## src/rtl/wall_map_pkg.sv

```systemverilog
// Shared game constants and map controller state type.
// Grid is 640x480 px at 10 px per cell, minus the status bar.
package wall_map_pkg;

   localparam int STATUS_BAR_HEIGHT = 4;
   localparam int MAP_W = 64;
   localparam int MAP_H = 48 - STATUS_BAR_HEIGHT;

   typedef enum logic {
      INIT,
      RUN
   } state_t;

endpackage

```

## src/rtl/wall_map_if.sv

```systemverilog
// Game-logic access port to the wall map: request out, ack/data back.
interface wall_map_if;

   logic       i_req;
   logic       i_we;
   logic [5:0] i_x;
   logic [5:0] i_y;
   logic       i_wdata;
   logic       o_ack;
   logic       o_rdata;

   modport master (
      output i_req, i_we, i_x, i_y, i_wdata,
      input  o_ack, o_rdata
   );

   modport slave (
      input  i_req, i_we, i_x, i_y, i_wdata,
      output o_ack, o_rdata
   );

endinterface

```

## src/rtl/wall_map_pattern.sv

```systemverilog
// Default wall layout: border walls plus a sparse grid of posts.
module wall_pattern #(
   parameter int MAP_W = wall_map_pkg::MAP_W,
   parameter int MAP_H = wall_map_pkg::MAP_H
) (
   input  logic [5:0] x,
   input  logic [5:0] y,
   output logic       wall
);

   localparam logic [5:0] XL = 6'(MAP_W - 1);
   localparam logic [5:0] YL = 6'(MAP_H - 1);

   logic border;
   logic post;

   assign border = (x == 6'd0) || (x == XL) ||
                   (y == 6'd0) || (y == YL);
   assign post   = (x[3:0] == 4'd8) && (y[2:0] == 3'd3);
   assign wall   = border || post;

endmodule

```

## src/rtl/wall_map.sv

```systemverilog
// Wall bit map shared by the display scanner and the game logic.
module wall_map #(
   parameter int MAP_W = wall_map_pkg::MAP_W,
   parameter int MAP_H = wall_map_pkg::MAP_H
) (
   input  logic       clk,
   input  logic       rst_n,
   input  logic       i_vga_buzy,
   input  logic [5:0] i_vga_x,
   input  logic [5:0] i_vga_y,
   output logic       o_vga_is_wall,
   input  logic       i_init,
   output logic       o_ready,
   wall_map_if.slave  game
);

   import wall_map_pkg::*;

   localparam int N  = MAP_W * MAP_H;
   localparam int AW = $clog2(N);
   localparam logic [5:0] XL = 6'(MAP_W - 1);
   localparam logic [5:0] YL = 6'(MAP_H - 1);
   localparam logic [5:0] YH = 6'(MAP_H);

   function automatic logic [AW-1:0] addr(
      input logic [5:0] x,
      input logic [5:0] y
   );
      return AW'(y) * AW'(MAP_W) + AW'(x);
   endfunction

   state_t     state_q, state_d;
   logic [5:0] sx_q, sx_d;
   logic [5:0] sy_q, sy_d;
   logic       ack_q;
   logic       rdata_q;
   logic       vga_q;
   logic       mem [N];

   logic          pat;
   logic          run;
   logic          service;
   logic          g_oob;
   logic          v_oob;
   logic [AW-1:0] s_a;
   logic [AW-1:0] g_a;
   logic [AW-1:0] v_a;

   wall_pattern #(
      .MAP_W (MAP_W),
      .MAP_H (MAP_H)
   ) u_pat (
      .x    (sx_q),
      .y    (sy_q),
      .wall (pat)
   );

   assign run   = (state_q == RUN);
   assign s_a   = addr(sx_q, sy_q);
   assign g_a   = addr(game.i_x, game.i_y);
   assign v_a   = addr(i_vga_x, i_vga_y);
   assign g_oob = (game.i_y >= YH);
   assign v_oob = (i_vga_y >= YH);

   // Ack gating keeps a still-high request from being served twice.
   assign service = run && !i_vga_buzy && !i_init &&
                    game.i_req && !ack_q;

   always_comb begin
      state_d = state_q;
      sx_d    = sx_q;
      sy_d    = sy_q;
      unique case (state_q)
         INIT: begin
            if (i_init) begin
               sx_d = '0;
               sy_d = '0;
            end else if (sx_q == XL) begin
               sx_d = '0;
               if (sy_q == YL) begin
                  sy_d    = '0;
                  state_d = RUN;
               end else begin
                  sy_d = sy_q + 6'd1;
               end
            end else begin
               sx_d = sx_q + 6'd1;
            end
         end
         RUN: begin
            if (i_init) begin
               state_d = INIT;
               sx_d    = '0;
               sy_d    = '0;
            end
         end
         default: state_d = INIT;
      endcase
   end

   always_ff @(posedge clk or negedge rst_n) begin
      if (!rst_n) begin
         state_q <= INIT;
         sx_q    <= '0;
         sy_q    <= '0;
         ack_q   <= 1'b0;
         rdata_q <= 1'b0;
         vga_q   <= 1'b0;
      end else begin
         state_q <= state_d;
         sx_q    <= sx_d;
         sy_q    <= sy_d;
         ack_q   <= service;
         if (service)
            rdata_q <= g_oob || mem[g_a];
         vga_q <= run && (v_oob || mem[v_a]);
      end
   end

   // Single write port: sweep in INIT, game write in RUN.
   always_ff @(posedge clk) begin
      if (state_q == INIT)
         mem[s_a] <= pat;
      else if (service && game.i_we && !g_oob)
         mem[g_a] <= game.i_wdata;
   end

   assign o_ready       = run;
   assign o_vga_is_wall = vga_q && run;
   assign game.o_ack    = ack_q;
   assign game.o_rdata  = rdata_q;

endmodule

```

## src/flat_wrapper.sv

```systemverilog
// flat-port wrapper written by rule: the top's interface ports become plain ports
module wall_map_flat import wall_map_pkg::*;
#(
   parameter int MAP_W = wall_map_pkg::MAP_W,
   parameter int MAP_H = wall_map_pkg::MAP_H
)
  (clk, rst_n, i_vga_buzy, i_vga_x, i_vga_y, o_vga_is_wall, i_init, o_ready, game_i_req, game_i_we, game_i_x, game_i_y, game_i_wdata, game_o_ack, game_o_rdata);
  wall_map_if game_i ();
  input  logic clk;
  input  logic rst_n;
  input  logic i_vga_buzy;
  input  logic [5:0] i_vga_x;
  input  logic [5:0] i_vga_y;
  output logic o_vga_is_wall;
  input  logic i_init;
  output logic o_ready;
  input wire logic [$bits(game_i.i_req)-1:0] game_i_req;
  input wire logic [$bits(game_i.i_we)-1:0] game_i_we;
  input wire logic [$bits(game_i.i_x)-1:0] game_i_x;
  input wire logic [$bits(game_i.i_y)-1:0] game_i_y;
  input wire logic [$bits(game_i.i_wdata)-1:0] game_i_wdata;
  output wire logic [$bits(game_i.o_ack)-1:0] game_o_ack;
  output wire logic [$bits(game_i.o_rdata)-1:0] game_o_rdata;
  assign game_i.i_req = game_i_req;
  assign game_i.i_we = game_i_we;
  assign game_i.i_x = game_i_x;
  assign game_i.i_y = game_i_y;
  assign game_i.i_wdata = game_i_wdata;
  assign game_o_ack = game_i.o_ack;
  assign game_o_rdata = game_i.o_rdata;
  wall_map #(.MAP_W(MAP_W), .MAP_H(MAP_H)) u_core (.clk(clk), .rst_n(rst_n), .i_vga_buzy(i_vga_buzy), .i_vga_x(i_vga_x), .i_vga_y(i_vga_y), .o_vga_is_wall(o_vga_is_wall), .i_init(i_init), .o_ready(o_ready), .game(game_i));
endmodule
```

## config.mk

```make
export PLATFORM = sky130hd
export DESIGN_NAME = wall_map_flat
export DESIGN_NICKNAME = d
export VERILOG_FILES = /design/src/rtl/wall_map_pkg.sv /design/src/rtl/wall_map_if.sv /design/src/rtl/wall_map_pattern.sv /design/src/rtl/wall_map.sv /design/src/flat_wrapper.sv
export SDC_FILE = /design/constraint.sdc
export NUM_CORES = 2
export LEC_CHECK = 0
export ABC_AREA = 0
export CELL_PAD_IN_SITES_DETAIL_PLACEMENT = 1
export CELL_PAD_IN_SITES_GLOBAL_PLACEMENT = 2
export CORE_UTILIZATION = 48
export CTS_CLUSTER_DIAMETER = 60
export DETAILED_ROUTE_END_ITERATION = 10
export GPL_TIMING_DRIVEN = 0
export PLACE_DENSITY_LB_ADDON = 0.25
export REMOVE_ABC_BUFFERS = 1
export SKIP_CTS_REPAIR_TIMING = 1
export SLEW_MARGIN = 20
export SYNTH_ARGS = -nofsm -noshare
export SYNTH_HDL_FRONTEND = slang
export SYNTH_SLANG_ARGS = --single-unit
```

## constraint.sdc

```tcl
create_clock -name clk -period 106.9 [get_ports clk]
set_input_delay 10.69 -clock clk [delete_from_list [all_inputs] [get_ports clk]]
set_output_delay 10.69 -clock clk [all_outputs]
set_load 0.01 [all_outputs]
```

Yosys cells after proc, flatten, opt, wreduce, memory -nomap -nowiden
Memory sizes are Yosys's and may differ from the RTL's.
Cells that the tools add are included.
- bits in registers: 16
- memory bits (writable): 2816
- input port bits: 31
- memories kept: 1
- memories (memory ; words ; width ; read ports ; clocked after memory_dff ; write ports ; RTL line ; text):
    u_core.mem ; 2816 ; 1 ; 2 ; 0 ; 1 ; wall_map.sv:38 ; logic mem [N];
- add/subtract/negate cells: 5
- $lt $le $gt $ge: 2
- eq/ne operators: 6
- multiplexer cells: 20
- bitwise operators: 1
- reductions and logical operators: 23
- operators by type and width (kind ; number):
    $add A12 B6 Y12 ; 3
    $mux W6 ; 6
    $pmux W6 S2 ; 2
    $add A6 B1 Y6 const B ; 2
    $eq A6 B6 Y1 const B ; 2
    $ge A6 B6 Y1 const B ; 2
    $logic_not A6 Y1 ; 2
    $mux W12 ; 1
    $mux W1 ; 10
    $logic_and A1 B1 Y1 ; 9
    $logic_or A1 B1 Y1 ; 6
    $eq A4 B4 Y1 const B ; 1
    $logic_not A1 Y1 ; 4
    $eq A3 B2 Y1 const B ; 1
    $ne A3 B2 Y1 const B ; 1
    $ne A2 B2 Y1 const B ; 1
    $pmux W1 S2 ; 1
    $reduce_and A2 Y1 ; 1
    $not A1 Y1 ; 1
    $reduce_or A1 Y1 ; 1

Depth between registers and ports, before layout
- depth in word-level cells: 12
- gate-level depth with buffers: 16
- depth with buffers taken out: 9

By module
From an unflattened synthesis, not the netlist that was laid out.
- cell total of the unflattened synthesis: 10225
- area, all modules: 145428.2 µm²
- modules (own cells, without submodules) (module ; instances ; cells each ; area each (µm²) ; seq. area each (µm²)):
    wall_map ; 1 ; 10217 ; 145353.2 ; 84961.5
    wall_pattern ; 1 ; 8 ; 75.1 ; 0.0

Worst setup path after synthesis
No wires, ideal clock.
- path kind: input to register
- from: input game_i_y[3]
- to: memory u_core.mem[0] (data pin)
- arrival time: 86.965 ns
- slack: 4.614 ns
- stages: 8
- path buffers: 3
- cells stage by stage: clkbuf_1 and2_1 o21ai_0 nand3_1 clkbuf_1 clkbuf_1 nor2_1 a21oi_1
- word-level cells in the longest chain between the ends: 8
- RTL lines (item ; RTL line ; text):
    start, declared ; flat_wrapper.sv:20 ; input wire logic [$bits(game_i.i_y)-1:0] game_i_y;
    $ge A6 B6 Y1 ; wall_map.sv:62 ; assign g_oob = (game.i_y >= YH);
    $logic_not A1 Y1 ; wall_map.sv:124 ; else if (service && game.i_we && !g_oob)
    $logic_and A1 B1 Y1 ; wall_map.sv:124 ;
    $mux W1 ; wall_map.sv:124 ;
    $mux W1 ; wall_map.sv:122 ; if (state_q == INIT)
    $mux W1 (implied by the code) ; wall_map.sv:125 ; mem[g_a] <= game.i_wdata;
    $reduce_or A1 Y1 (no line) ; -- ;
    $mux W1 (no line) ; -- ;
    end, declared ; wall_map.sv:38 ;
No other way between the ends.

Worst setup path after layout
- from: input game_i_x[0]
- to: register u_core.rdata_q (netlist: u_core.game.o_rdata)
- word-level cells in the longest chain between the ends: 3
- RTL lines (item ; RTL line ; text):
    start, declared ; flat_wrapper.sv:19 ; input wire logic [$bits(game_i.i_x)-1:0] game_i_x;
    $add A12 B6 Y12 ; wall_map.sv:29 ; return AW'(y) * AW'(MAP_W) + AW'(x);
    $mem_v2 Z2816 W1 ; -- ;
    $logic_or A1 B1 Y1 ; wall_map.sv:115 ; rdata_q <= g_oob || mem[g_a];
    end signal, assigned ; wall_map.sv:115 ;
    end, declared ; wall_map.sv:36 ; logic rdata_q;
No other way between the ends.
A chain may end at the register's enable or synchronous reset.

==> results.yml <==
synthesis:
  muxShareOfSynthArea: 0.2433
  netlist_top_cells_area: "edfxtp_1 59%, mux4_2 22%, nor2_1 7.6%"
  synth_edf_count: 2816
  yosysUniqueCellTypes: 78
  synth_top_family_by_area: "multiplexers"
  ys_ff_latch: 2832
  yosysSeqAreaShare: 0.5878
  async_flop_share: 0.005650
  syn_area_um2: 144500
  synth-xor-area-share: 0.0001212
  synth_compound_area_frac: 0.03941
  synth.largest_area_cell: "edfxtp_1"
  synth_warnings: 0
  syn_area_per_cell_um2: 14.50
  synthAdderAreaFrac: 0.0004328
  netlist_instances: 9972
  netlist.area_leader.share: 0.5850
  synthFlopType: "edfxtp_1"
  yosys.area_share.simple: 0.09502
worst_setup_path:
  critPathRequiredTime_ps: 107740
  path_class: "in2reg"
  max_stage_delay_ps: 890
  critPathMostFrequentCell: "buf_16"
  critPathCaptureType: "flip-flop"
  worstSetupStartpointType: "primary input"
  path_max_fanout: 80
  path_cells: "buf_16, buf_16, buf_16, buf_16, mux4_2, o22ai_1, nor3_1, nor4_2, a2111oi_0, o41ai_1, o41ai_2, a2bb2o_1"
  slowest_stage: "o41ai_1"
  worstPathArrival_ps: 16820
drt:
  ant_nets: 0
  drt_first_iter_violations: 16920
  drcViolationCount: 0
  wl_mm: 598.3
  vias: 102200
  dr.pass1.iters: 8
  avgRoutedWirePerCell_um: 43.12
  viasPerCell: 7.364
power:
  internal_power_mw: 2.020
  p_sw_frac: 0.2523
  power.leakage_nw: 50.62
  seq_power_share: 0.472
  clkPwrFrac: 0.409
  p_per_area_nw_per_um2: 16.35
  vdd_drop_max_uv: 11.15
  pwr-share-comb: 0.118
  power_switching_mw: 0.6817
  power_mw: 2.701
placement:
  gp_congestion: 0.8321
  numPlacedInstances: 13270
  dp_slack_ps: 89970
  hpwl_mm: 368.2
  portBuffers: 34
die:
  start_util: 0.4822
  dieArea_um2: 303300
  coreArea_um2: 299800
  std_cell_rows: 201
  die_h_um: 550.8
  io_pins: 35
  die_w_um: 550.8
global_routing:
  grt_start_max_net_pins: 111
  grt_use_total: 0.3938
  grt.overflow.total: 0
  grt_pass1_wl_mm: 817.6
  antenna_found_initial: 60
  grt_pass1_vias: 102600
layout:
  area_delta_synth_final_pct: 14.30
  multi_input_area_um2: 56010
  regArea_um2: 84960
  layout_common_cells: "2909 x nor2_1, 2816 x edfxtp_1, 1398 x mux4_2, 333 x mux2i_1, 328 x clkbuf_16"
  fill_cells: 27580
  final_common_cell: "nor2_1"
  drive_gt1_frac: 0.2468
  final_core_util: 0.5511
  num-nets-final: 9678
  layout.cells.non_filler: 13880
timing:
  rsz0062_at_grt: "no"
  fin_crit_sh: 0.1495
  hold_viol: 0
  fmax_mhz: 62.56
  setup_tns_ps: 0
  final_max_slew_viol_count: 0
  max_slew.worst_pin.slew_ps: 1366
  finalSetupViolCount: 0
  fin_skew_ps: 34.32
  timing.final.ws_setup_ps: 90920
  min_period_ps: 15980
  slew_headroom: 0.08240
min_path:
  hold_path_class: "reg2reg"
clocking:
  clkSlewWorstSetupHoldPaths_ps: 60
  clockBufferDepth: 4
  cts_sinks: 2832
  cts_tree: "yes"
  root_buffer: "clkbuf_16"
  cts_inserted_buffers: 325
  clk_latency_ps: 950
  cts_htree_levels: 5
status:
  status: "completed"
run:
  maxCapViolCount: 0
## worst paths after layout
| path | to | start | depth (start not counted) | slack [ps] |
|---|---|---|---|---|
| worst max register to register | u_core.mem[1284] | u_core.o_ready | 15 | 101200 |
| worst min register to register | u_core.game.o_ack | u_core.game.o_ack | 1 | 570 |
| min in group asynchronous | u_core.vga_q | rst_n | 1 | 9720 |
| worst max-delay path | u_core.game.o_rdata | game_i_x[0] | 12 | 90920 |
| worst min-delay path | u_core.game.o_ack | u_core.game.o_ack | 1 | 570 |
| max in group asynchronous | u_core.sx_q[0] | rst_n | 1 | 96760 |
## stage by stage
stage / cell area, um^2 / hold slack [ps]
CTS: 165100 / 564.5
global placement: 145000 / 539.7
floorplan: 139700 / 510.0
detailed placement: 154900 / 562.3
finish: 165200 / 566.7
global route: 165200 / 579.1
## per-layer routing
| layer | track usage | share of wire |
|---|---|---|
| met1 | 0.4992 | 0.34 |
| met4 | 0.2678 | 0.081 |
| met5 | 0 | 0.00056 |
| met2 | 0.5926 | 0.45 |
| met3 | 0.1100 | 0.13 |
## power by group through the flow
stage | logic, mW | registers (mW) | clock network (mW)
CTS | 0.313 | 1.28 | 1.11
floorplan | 0.122 | 1.66 | 0
detailed placement | 0.311 | 1.30 | 0
global route | 0.327 | 1.28 | 1.14
global placement | 0.546 | 1.93 | 0
finish | 0.320 | 1.28 | 1.11
## final cells by class
class,instances,area share
multi-input cells,6082,0.3390
clock buffers,404,0.05171
flip-flops and latches,2832,0.5143
clock inverters,174,0.009891
repair buffers,382,0.05422
well taps,3958,0.02997
diodes,25,0.0003787
inverters,19,0.0005453
## sequential cells by signal (all words and copies together) (netlist names)
| register | flops |
|---|---|
| u_core.mem | 2816 |
| u_core.sx_q | 6 |
| u_core.sy_q | 6 |
| u_core.game.o_ack | 1 |
| u_core.game.o_rdata | 1 |
| u_core.o_ready | 1 |
| u_core.vga_q | 1 |
## kinds of logic after synthesis
logic type,count (synthesis)
muxes,1762
AOI/OAI and AO/OA,812
DFF,2832
buffers and inverters,1058
adders and majority gates,5
xor gates and xnor gates,2
and+or+nand+nor,3501
## critical path, delay by kind of cell
family                 cells  cell delay (ps)
buffers and inverters      4             1700
muxes                      1              580
and+or+nand+nor            2             1070
AOI/OAI and AO/OA          5             2280
## Yosys cell counts, types with 47 or more instances
cell type,count
o21ai_0,74
nor3_1,48
nor2_1,2937
buf_4,122
nand2_1,297
a21oi_1,113
a211oi_1,58
a221oi_1,47
mux4_2,1398
a22oi_1,163
clkbuf_1,686
buf_2,159
mux2i_1,333
edfxtp_1,2816
nand3_1,55
o22ai_1,118
(Power assumes the default switching activity.)
